==> src/rtl/pwm_pkg.sv <==
`default_nettype none
// +-----------------------------------------------------------------------+
// | pwm_pkg : register map, bit indices and encodings for pwm_multi        |
// | Revision: 1.0                                                          |
// +-----------------------------------------------------------------------+
package pwm_pkg;

  localparam logic [7:0] ADDR_GCTRL   = 8'h00;
  localparam logic [7:0] ADDR_PERIOD  = 8'h04;
  localparam logic [7:0] ADDR_STATUS  = 8'h08;
  localparam logic [7:0] ADDR_CH_BASE = 8'h10;

  localparam int GCTRL_ENABLE_BIT = 0;
  localparam int GCTRL_MODE_BIT   = 1;
  localparam int GCTRL_IRQ_EN_BIT = 2;
  localparam int GCTRL_W          = 3;

  localparam int STATUS_ERROR_BIT = 0;
  localparam int STATUS_DONE_BIT  = 1;

  localparam int CH_POL_BIT = 31;

  typedef enum logic {
    MODE_EDGE   = 1'b0,
    MODE_CENTER = 1'b1
  } mode_e;

  typedef enum logic {
    DIR_UP   = 1'b0,
    DIR_DOWN = 1'b1
  } dir_e;

  // Word index of a channel register relative to ADDR_CH_BASE
  function automatic logic [5:0] ch_word_index(input logic [7:0] a);
    return a[7:2] - ADDR_CH_BASE[7:2];
  endfunction

endpackage
`default_nettype wire

==> src/rtl/pwm_channel.sv <==
`default_nettype none
// +-----------------------------------------------------------------------+
// | pwm_channel : staged/active duty and polarity, compare and output reg  |
// | Revision: 1.0                                                          |
// +-----------------------------------------------------------------------+
module pwm_channel
  import pwm_pkg::*;
#(
  parameter int CNT_W = 16
) (
  input  logic             clk,
  input  logic             reset,
  input  logic             we_i,
  input  logic [CNT_W-1:0] wduty_i,
  input  logic             wpol_i,
  input  logic             reload_i,
  input  logic             idle_i,
  input  logic [CNT_W-1:0] cnt_i,
  input  logic [CNT_W-1:0] period_act_i,
  input  logic [CNT_W-1:0] period_stg_i,
  output logic [CNT_W-1:0] duty_stg_o,
  output logic             pol_stg_o,
  output logic             err_o,
  output logic             pwm_o
);

  logic [CNT_W-1:0] duty_stg_q;
  logic [CNT_W-1:0] duty_act_q;
  logic             pol_stg_q;
  logic             pol_act_q;
  logic             pwm_q;
  logic             pwm_d;
  logic             raw;

  always_ff @(posedge clk) begin
    if (reset) begin
      duty_stg_q <= '0;
      duty_act_q <= '0;
      pol_stg_q  <= 1'b0;
      pol_act_q  <= 1'b0;
      pwm_q      <= 1'b0;
    end else begin
      if (we_i) begin
        duty_stg_q <= wduty_i;
        pol_stg_q  <= wpol_i;
      end
      // Reload samples the pre-write staged value on a coincident write
      if (reload_i) begin
        duty_act_q <= duty_stg_q;
        pol_act_q  <= pol_stg_q;
      end
      pwm_q <= pwm_d;
    end
  end

  always_comb begin
    raw   = 1'b0;
    pwm_d = 1'b0;
    if (duty_act_q >= period_act_i) begin
      raw = 1'b1;
    end else begin
      raw = (cnt_i < duty_act_q);
    end
    pwm_d = idle_i ? pol_act_q : (raw ^ pol_act_q);
  end

  assign duty_stg_o = duty_stg_q;
  assign pol_stg_o  = pol_stg_q;
  assign err_o      = (duty_stg_q > period_stg_i);
  assign pwm_o      = pwm_q;

endmodule
`default_nettype wire

==> src/rtl/pwm_multi.sv <==
`default_nettype none
// +-----------------------------------------------------------------------+
// | pwm_multi : N-channel PWM with shared counter, shadow registers, irq   |
// | Revision: 1.0                                                          |
// +-----------------------------------------------------------------------+
module pwm_multi
  import pwm_pkg::*;
#(
  parameter int N_CH  = 4,
  parameter int CNT_W = 16
) (
  input  logic            clk,
  input  logic            reset,
  input  logic [7:0]      addr,
  input  logic [31:0]     wdata,
  input  logic            wen,
  input  logic            ren,
  output logic [31:0]     rdata,
  output logic [N_CH-1:0] pwm_out,
  output logic            irq
);

  logic [GCTRL_W-1:0] gctrl_q;
  logic [CNT_W-1:0]   period_stg_q;
  logic [CNT_W-1:0]   period_act_q;
  mode_e              mode_act_q;
  logic [CNT_W-1:0]   cnt_q, cnt_d;
  dir_e               dir_q, dir_d;
  logic               done_q, done_d;
  logic               irq_q;
  logic [31:0]        rdata_q, rdata_d;

  logic             enable;
  logic             period_zero;
  logic [CNT_W-1:0] pmax;
  logic             boundary;
  logic             reload;
  logic             idle;
  logic             error_flag;

  logic [5:0]       ch_idx;
  logic             ch_sel;
  logic             we_gctrl, we_period, we_status;
  logic [N_CH-1:0]  ch_we;

  logic [CNT_W-1:0] duty_stg [N_CH];
  logic [N_CH-1:0]  pol_stg;
  logic [N_CH-1:0]  ch_err;
  logic [N_CH-1:0]  ch_pwm;

  logic unused_wdata;
  assign unused_wdata = ^wdata[30:CNT_W];

  // Bus decode
  always_comb begin
    ch_idx    = ch_word_index(addr);
    ch_sel    = (addr[1:0] == 2'b00) && (addr >= ADDR_CH_BASE) && (ch_idx < 6'(N_CH));
    we_gctrl  = wen && (addr == ADDR_GCTRL);
    we_period = wen && (addr == ADDR_PERIOD);
    we_status = wen && (addr == ADDR_STATUS);
    ch_we     = '0;
    for (int n = 0; n < N_CH; n++) begin
      if (wen && ch_sel && (ch_idx == 6'(n))) begin
        ch_we[n] = 1'b1;
      end
    end
  end

  assign enable      = gctrl_q[GCTRL_ENABLE_BIT];
  assign period_zero = (period_act_q == '0);
  assign pmax        = period_act_q - CNT_W'(1);
  assign idle        = !enable || period_zero;
  assign error_flag  = |ch_err;

  always_comb begin
    boundary = 1'b0;
    if (enable && !period_zero) begin
      if (mode_act_q == MODE_EDGE) begin
        boundary = (cnt_q == pmax);
      end else begin
        boundary = (dir_q == DIR_DOWN) && (cnt_q == '0);
      end
    end
  end

  // A zero active period also reloads, so a new period can escape the idle state
  assign reload = idle || boundary;

  // Counter and direction
  always_comb begin
    cnt_d = cnt_q;
    dir_d = dir_q;
    if (idle || boundary) begin
      cnt_d = '0;
      dir_d = DIR_UP;
    end else if (mode_act_q == MODE_EDGE) begin
      cnt_d = cnt_q + CNT_W'(1);
      dir_d = DIR_UP;
    end else if (dir_q == DIR_UP) begin
      if (cnt_q == pmax) begin
        dir_d = DIR_DOWN;
      end else begin
        cnt_d = cnt_q + CNT_W'(1);
      end
    end else begin
      cnt_d = cnt_q - CNT_W'(1);
    end
  end

  // Sticky period_done: a boundary set wins over a coincident clear
  always_comb begin
    done_d = done_q;
    if (we_status && wdata[STATUS_DONE_BIT]) begin
      done_d = 1'b0;
    end
    if (boundary) begin
      done_d = 1'b1;
    end
  end

  // Read mux samples pre-write state
  always_comb begin
    rdata_d = rdata_q;
    if (ren) begin
      rdata_d = '0;
      case (addr)
        ADDR_GCTRL:  rdata_d[GCTRL_W-1:0] = gctrl_q;
        ADDR_PERIOD: rdata_d[CNT_W-1:0]   = period_stg_q;
        ADDR_STATUS: begin
          rdata_d[STATUS_ERROR_BIT] = error_flag;
          rdata_d[STATUS_DONE_BIT]  = done_q;
        end
        default: begin
          for (int n = 0; n < N_CH; n++) begin
            if (ch_sel && (ch_idx == 6'(n))) begin
              rdata_d[CNT_W-1:0] = duty_stg[n];
              rdata_d[CH_POL_BIT] = pol_stg[n];
            end
          end
        end
      endcase
    end
  end

  always_ff @(posedge clk) begin
    if (reset) begin
      gctrl_q      <= '0;
      period_stg_q <= '0;
      period_act_q <= '0;
      mode_act_q   <= MODE_EDGE;
      cnt_q        <= '0;
      dir_q        <= DIR_UP;
      done_q       <= 1'b0;
      irq_q        <= 1'b0;
      rdata_q      <= '0;
    end else begin
      if (we_gctrl) begin
        gctrl_q <= wdata[GCTRL_W-1:0];
      end
      if (we_period) begin
        period_stg_q <= wdata[CNT_W-1:0];
      end
      if (reload) begin
        period_act_q <= period_stg_q;
        mode_act_q   <= mode_e'(gctrl_q[GCTRL_MODE_BIT]);
      end
      cnt_q   <= cnt_d;
      dir_q   <= dir_d;
      done_q  <= done_d;
      irq_q   <= gctrl_q[GCTRL_IRQ_EN_BIT] & done_q;
      rdata_q <= rdata_d;
    end
  end

  for (genvar n = 0; n < N_CH; n++) begin : g_ch
    pwm_channel #(
      .CNT_W (CNT_W)
    ) u_ch (
      .clk          (clk),
      .reset        (reset),
      .we_i         (ch_we[n]),
      .wduty_i      (wdata[CNT_W-1:0]),
      .wpol_i       (wdata[CH_POL_BIT]),
      .reload_i     (reload),
      .idle_i       (idle),
      .cnt_i        (cnt_q),
      .period_act_i (period_act_q),
      .period_stg_i (period_stg_q),
      .duty_stg_o   (duty_stg[n]),
      .pol_stg_o    (pol_stg[n]),
      .err_o        (ch_err[n]),
      .pwm_o        (ch_pwm[n])
    );
  end

  assign rdata   = rdata_q;
  assign pwm_out = ch_pwm;
  assign irq     = irq_q;

endmodule
`default_nettype wire

==> config.mk <==
export PLATFORM = sky130hd
export DESIGN_NAME = pwm_multi
export DESIGN_NICKNAME = d
export VERILOG_FILES = /design/src/rtl/pwm_pkg.sv /design/src/rtl/pwm_channel.sv /design/src/rtl/pwm_multi.sv
export SDC_FILE = /design/constraint.sdc
export NUM_CORES = 1
export LEC_CHECK = 0
export CAP_MARGIN = 0
export CORE_MARGIN = 5
export CORE_UTILIZATION = 45
export CTS_CLUSTER_DIAMETER = 30
export DETAILED_ROUTE_END_ITERATION = 12
export PLACE_DENSITY = 0.7
export SYNTH_ARGS = -nofsm -noshare
export SYNTH_HDL_FRONTEND = slang
export SYNTH_SLANG_ARGS = --single-unit
export TNS_END_PERCENT = 100
==> constraint.sdc <==
create_clock -name clk -period 3.4 [get_ports clk]
set_clock_uncertainty 0.15 [all_clocks]
set_input_delay 0.68 -clock clk [delete_from_list [all_inputs] [get_ports clk]]
set_output_delay 0.68 -clock clk [all_outputs]
set_load 0.02 [all_outputs]
* After elaboration in Yosys (flattened, before gate mapping) *
Index checks and enable logic that the tools add are counted.

storage, ports and cells
  bits in registers = 212
  latch bits = 0
  bits in writable memories = 0
  bits in read-only memories = 0
  output and inout bits = 37
  logic and storage cells = 125
  memories kept = 0

operators by class
  add/subtract/negate cells = 4
  multipliers = 0
  divide/modulo/power cells = 0
  magnitude comparators = 14
  eq/ne operators = 7
  shift operators = 0
  mux-type cells = 33
  bitwise logic cells = 6
  reductions and logical operators = 32

operator list
  kind                   count
  $mux 16                7
  $ge 16x16->1           4
  $gt 16x16->1           4
  $lt 16x16->1           4
  $logic_not 16->1       2
  $sub 16x1->16 const B  2
  $pmux 13 s2            1
  $mux 1                 23
  $logic_and 1x1->1      17
  $add 16x1->16 const B  1
  $eq 16x16->1           1
  $eq 6x2->1 const B     2
  $eq 8x3->1 const B     1
  $eq 8x4->1 const B     1
  $ge 8x5->1 const B     1
  $logic_not 8->1        1
  $eq 6x1->1 const B     1
  $logic_not 6->1        1
  $lt 6x3->1 const B     1
  $pmux 2 s3             1
  $reduce_or 3->1        2
  $sub 6x3->6 const B    1
  $reduce_or 2->1        2
  $reduce_or 4->1        1
  9 further kinds        14

* Longest topological paths before layout *
Gate-level depths: netlist of run 1.

  word-level depth = 9
  mapped depth = 14

* Hierarchy *
Synthesis of run 1 repeated with hierarchy kept, for this count alone.

second synthesis, totals
  cells, all modules = 1,642
  area, all modules = 14,078.5 µm²

modules (own cells, without submodules)
  module                           times used  cells an instance  area an instance (µm²)  seq. area each (µm²)
  pwm_channel at g_ch[0].u_ch ...  3           275                2,401.1                 700.7
  pwm_multi                        1           536                4,431.8                 1,441.4
  pwm_channel at g_ch[2].u_ch      1           281                2,443.6                 700.7

* Least setup slack after synthesis of run 1 *
No wires, ideal clock.

  kind = register to register
  from = reg period_act_q[2]
  to = reg cnt_q[10]
  setup time = 0.117 ns
  arrival time = 2.847 ns
  data required time = 3.133 ns
  slack = 0.286 ns
  cell stages (with the launch flop) = 13
  path buffers = 4
  cell sequence = dfxtp_1 buf_6 or4_1 clkbuf_1 or3_1 mux2i_1 nor4_2 nand4_2 o21a_1 nand2b_1 buf_2 buf_2 nor2_1

on the way
  word-level cells in the longest chain between the ends = 6
  elaborated cells between the ends (all ways) = 11

ends and longest elaborated chain
  what                                                      RTL line                                            text
  start: declaration                                        pwm_multi.sv:25                                     logic [CNT_W-1:0] period_act_q;
  start signal: assignment                                  pwm_multi.sv:164                                    period_act_q <= period_stg_q;
  $sub 16x1->16 / $logic_not 16->1 (equally long branches)  pwm_multi.sv:71, pwm_multi.sv:70
  $eq 16x16->1 / $logic_not 1->1 (equally long branches)    pwm_multi.sv:79, pwm_multi.sv:100, pwm_multi.sv:77
  $mux 1 / $logic_and 1x1->1 (equally long branches)        pwm_multi.sv:78, pwm_multi.sv:77
  $mux 1                                                    pwm_multi.sv:77                                     if (enable && !period_zero) begin
  $logic_or 1x1->1                                          pwm_multi.sv:93                                     if (idle || boundary) begin
  $reduce_or 2->1 (no source line)                          --
  end signal: assignment                                    pwm_multi.sv:167                                    cnt_q <= cnt_d;
  end: declaration                                          pwm_multi.sv:27                                     logic [CNT_W-1:0] cnt_q, cnt_d;

Parallel ways exist; a longest one is shown, timed or not.
A chain may end at the register's enable or synchronous reset.

* Final worst setup path of run 1 *
  from = reg period_act_q[2]
  to = reg g_ch[0].u_ch.duty_act_q[8]

on the way
  word-level cells in the longest chain between the ends = 5
  elaborated cells between the ends (all ways) = 9

ends and longest elaborated chain
  what                                                      RTL line                          text
  $sub 16x1->16 / $logic_not 16->1 (equally long branches)  pwm_multi.sv:71, pwm_multi.sv:70
  $eq 16x16->1 / $logic_not 1->1 (equally long branches)    pwm_multi.sv:79, pwm_multi.sv:77
  $mux 1 / $logic_and 1x1->1 (equally long branches)        pwm_multi.sv:78, pwm_multi.sv:77
  $mux 1                                                    pwm_multi.sv:77
  $logic_or 1x1->1 (*)                                      pwm_multi.sv:87                   assign reload = idle || boundary;
  end signal: assignment                                    pwm_channel.sv:49                 duty_act_q <= duty_stg_q;
  end: declaration                                          pwm_channel.sv:28                 logic [CNT_W-1:0] duty_act_q;

Every way passes the cells marked *; elsewhere a longest branch is shown, timed or not.

==> impl_metrics.ini, run 1 <==
[status]
status = finished, final reports clean

[clocking]
hold_buffers = 0
htreeDepth = 2
root_buffer = clkbuf_16
clock-sinks = 212
cts_tree = yes
ctsResizeCount = 0
cts_made_buffers = 46
cts_buffer_depth = 3
postCtsSetupRepairBufs = 0
clock_latency_ns = 0.56
path_clk_slew_ns = 0.05

[critical_path]
critPathKind = reg -> reg
crit_top_cell = buf_12
worstPathMaxFanout = 57
cp-start-kind = flip-flop
critical-path-max-stage-delay_ns = 0.57
crit_chain = or4_1 -> or3_1 -> mux2i_1 -> nor4_2 -> nand4_2 -> o21ai_4 -> buf_12 -> buf_12 -> nand2_1 -> a21oi_1
critPathRequiredTime_ns = 3.72
crit_arrival_ns = 3.51
endpoint_kind = flip-flop
cpMaxStageDelayCell = or4_1

[sta]
drv_slew = 0
whs_ns = 0.304
timing.fmax_mhz = 313
setup_viol = 0
hold_viol_final = 0
period_minus_slack_ns = 3.19
fin_setup_tns_ns = 0
relSlewSlack_pct = 50.5
tightest_slew_ns = 0.735
min_period_over_period_pct = 93.9
rsz0062_at_grt = no
setup_ws_ns = 0.206

[synth]
synth_area_leaders = dfxtp_1 (32%), ha_1 (18%), nand2_1 (11%)
ys.flop_type = dfxtp_1
synth_top_area_share_pct = 31.8
synth_area_per_cell_um2 = 7.81
synth_edf_count = 0
synth_cells = 1710
netlist_area_mm2 = 0.0133
ys_seq_area_share_pct = 31.8
async_reset_ff_share_pct = 0
synth_top_area_cell = dfxtp_1
synth-seq-cells = 212
yosys_warnings = 0
yosysMostFrequentCell = nand2_1
synthDistinctLibCells = 60
synth_common_cells = nand2_1 (395), a21oi_1 (229), dfxtp_1 (212)

[routing]
drc = 0
dr.pass1.iters = 5
antenna_left = 0
vias_per_cell = 5.70
wl_per_cell_um = 19.1
wl_um = 42000
drt-initial-drc-count = 973
num_vias = 12500

[final_layout]
drive_gt1_share_pct = 8.13
final_nets = 2008
multiInputGateArea_mm2 = 0.00821
area.sequential_mm2 = 0.00424
num-fill-cells = 2772
synthToLayoutAreaGrowth_pct = 20.2
diodes = 0

[die]
num_io_pins = 81
initial_utilization_pct = 45.3
core-area_mm2 = 0.0295
rows = 63
die_y_um = 182
die_area_mm2 = 0.0332
die_x_um = 182

[global_route]
grt_pass1_vias = 12300
grt_pass1_wl_um = 66200
track_usage_pct = 24.9
antenna_found_initial = 0
grt_max_degree = 88
grt-ovfl-total = 0

[placement]
gp_congestion = 0.952
dp_hpwl_um = 31000
portBuffers = 50
pre_cts_ws_ns = 0.226

[hold_path]
hold_path_class = reg -> reg

[power]
leakage_nw = 6.38
powerDensity_mw_per_mm2 = 457
peakVddDrop_mv = 0.429

[run]
cap_violations = 0
metal layers:
| metal | global-route usage (%) | routed length (um) | part of all wire, % | up-vias |
|---|---|---|---|---|
| li1 | - | - | - | 6069 |
| met1 | 33.5 | 18300 | 44 | 5914 |
| met2 | 41.7 | 19700 | 47 | 453 |
| met3 | 3.41 | 2700 | 6.4 | 93 |
| met4 | 7.69 | 1330 | 3.2 | 0 |
| met5 | 0 | 0 | 0 | - |
area by class of cell:
| cell class | count | share of cell area (%) |
|---|---|---|
| clock buffer | 51 | 7.48 |
| clock inverter | 34 | 2.71 |
| timing repair buffer | 105 | 6.48 |
| sequential | 212 | 26.4 |
| multi-input combinational | 1291 | 51.1 |
| tap | 390 | 3.04 |
| inverter | 116 | 2.71 |
worst paths after layout:
check	from	end	slack [ns]	cells past startpoint
hold / removal	done_q	irq	0.30	2
setup reg to reg	period_act_q[2]	g_ch[0].u_ch.duty_act_q[8]	0.21	10
setup / recovery	period_act_q[2]	g_ch[0].u_ch.duty_act_q[8]	0.21	10
hold reg to reg	done_q	irq	0.30	2
where the power goes:
part / internal, mW / switching (mW) / total [mW]
logic: 0.0738 / 0.129 / 0.203
clock network: 3.00 / 1.62 / 4.62
registers: 2.50 / 0.00823 / 2.51
total: 5.57 / 1.76 / 7.33
sequential cells by signal, indices dropped and copies added (netlist names), 3 cells and up:
name and cells:
cnt_q 16, g_ch.u_ch.pwm_o 4, g_ch.u_ch.pol_stg_o 4, period_stg_q 16
g_ch.u_ch.pol_act_q 4, g_ch.u_ch.duty_stg_o 64, gctrl_q 3, rdata 17
g_ch.u_ch.duty_act_q 64, period_act_q 16
cells by family after synthesis:
family,after synthesis,synth area share (%)
multiplexers,6,0.459
AO/OA/AOI/OAI,428,19.7
XOR/XNOR,36,2.47
flip-flops,212,31.8
adder cells (fa/ha/maj),192,18.0
other,1,0.0281
buffers and inverters,221,7.27
AND/OR/NAND/NOR,614,20.2
metrics by stage:
| step | total power [mW] | instance area (um^2) | instances | util [%] |
|---|---|---|---|---|
| CTS | 7.36 | 16000 | 2199 | 54.4 |
| global placement | 2.76 | 14400 | 2114 | 48.9 |
| floorplan | 2.67 | 13400 | 1724 | - |
| finish | 7.33 | 16000 | 2199 | 54.4 |
| detailed placement | 2.76 | 14400 | 2114 | 48.9 |
| global route | 7.53 | 16000 | 2199 | 54.4 |
critical path, delay by kind of cell (launching register included):
kind	cells	cell delay (ns)
and+or+nand+nor	5	1.65
buffers and inverters	2	0.44
AOI/OAI and AO/OA	2	0.36
DFF	1	0.31
muxes	1	0.16
layout by cell type (no fill, tap or decap), types with 9 or more instances in the layout:
cell type,n
a211oi_1,26
a21o_1,49
a21oi_1,229
a221oi_1,17
a222oi_1,12
a22oi_1,9
buf_12,10
buf_4,45
clkbuf_16,47
clkdlybuf4s50_1,49
clkinvlp_4,10
conb_1,15
dfxtp_1,212
ha_1,192
inv_1,115
nand2_1,395
nand2b_1,21
nand3_1,14
nand4_1,42
nor2_1,65
nor2b_1,14
nor3_1,14
nor4_1,13
o21ai_0,36
o22ai_1,11
xnor2_1,9
xor2_1,26
No activity file was read; power rests on OpenSTA's default activity.
==> run 2, diff against run 1 <==
--- a/config.mk
+++ b/config.mk
@@ -5,6 +5,7 @@
 export SDC_FILE = /design/constraint.sdc
 export NUM_CORES = 1
 export LEC_CHECK = 0
+export ABC_CLOCK_PERIOD_IN_PS = 3400
 export CAP_MARGIN = 0
 export CORE_MARGIN = 5
 export CORE_UTILIZATION = 45
==> results of run 2 <==
Same layout as run 1: the final DEF is identical, and so are final timing and power.
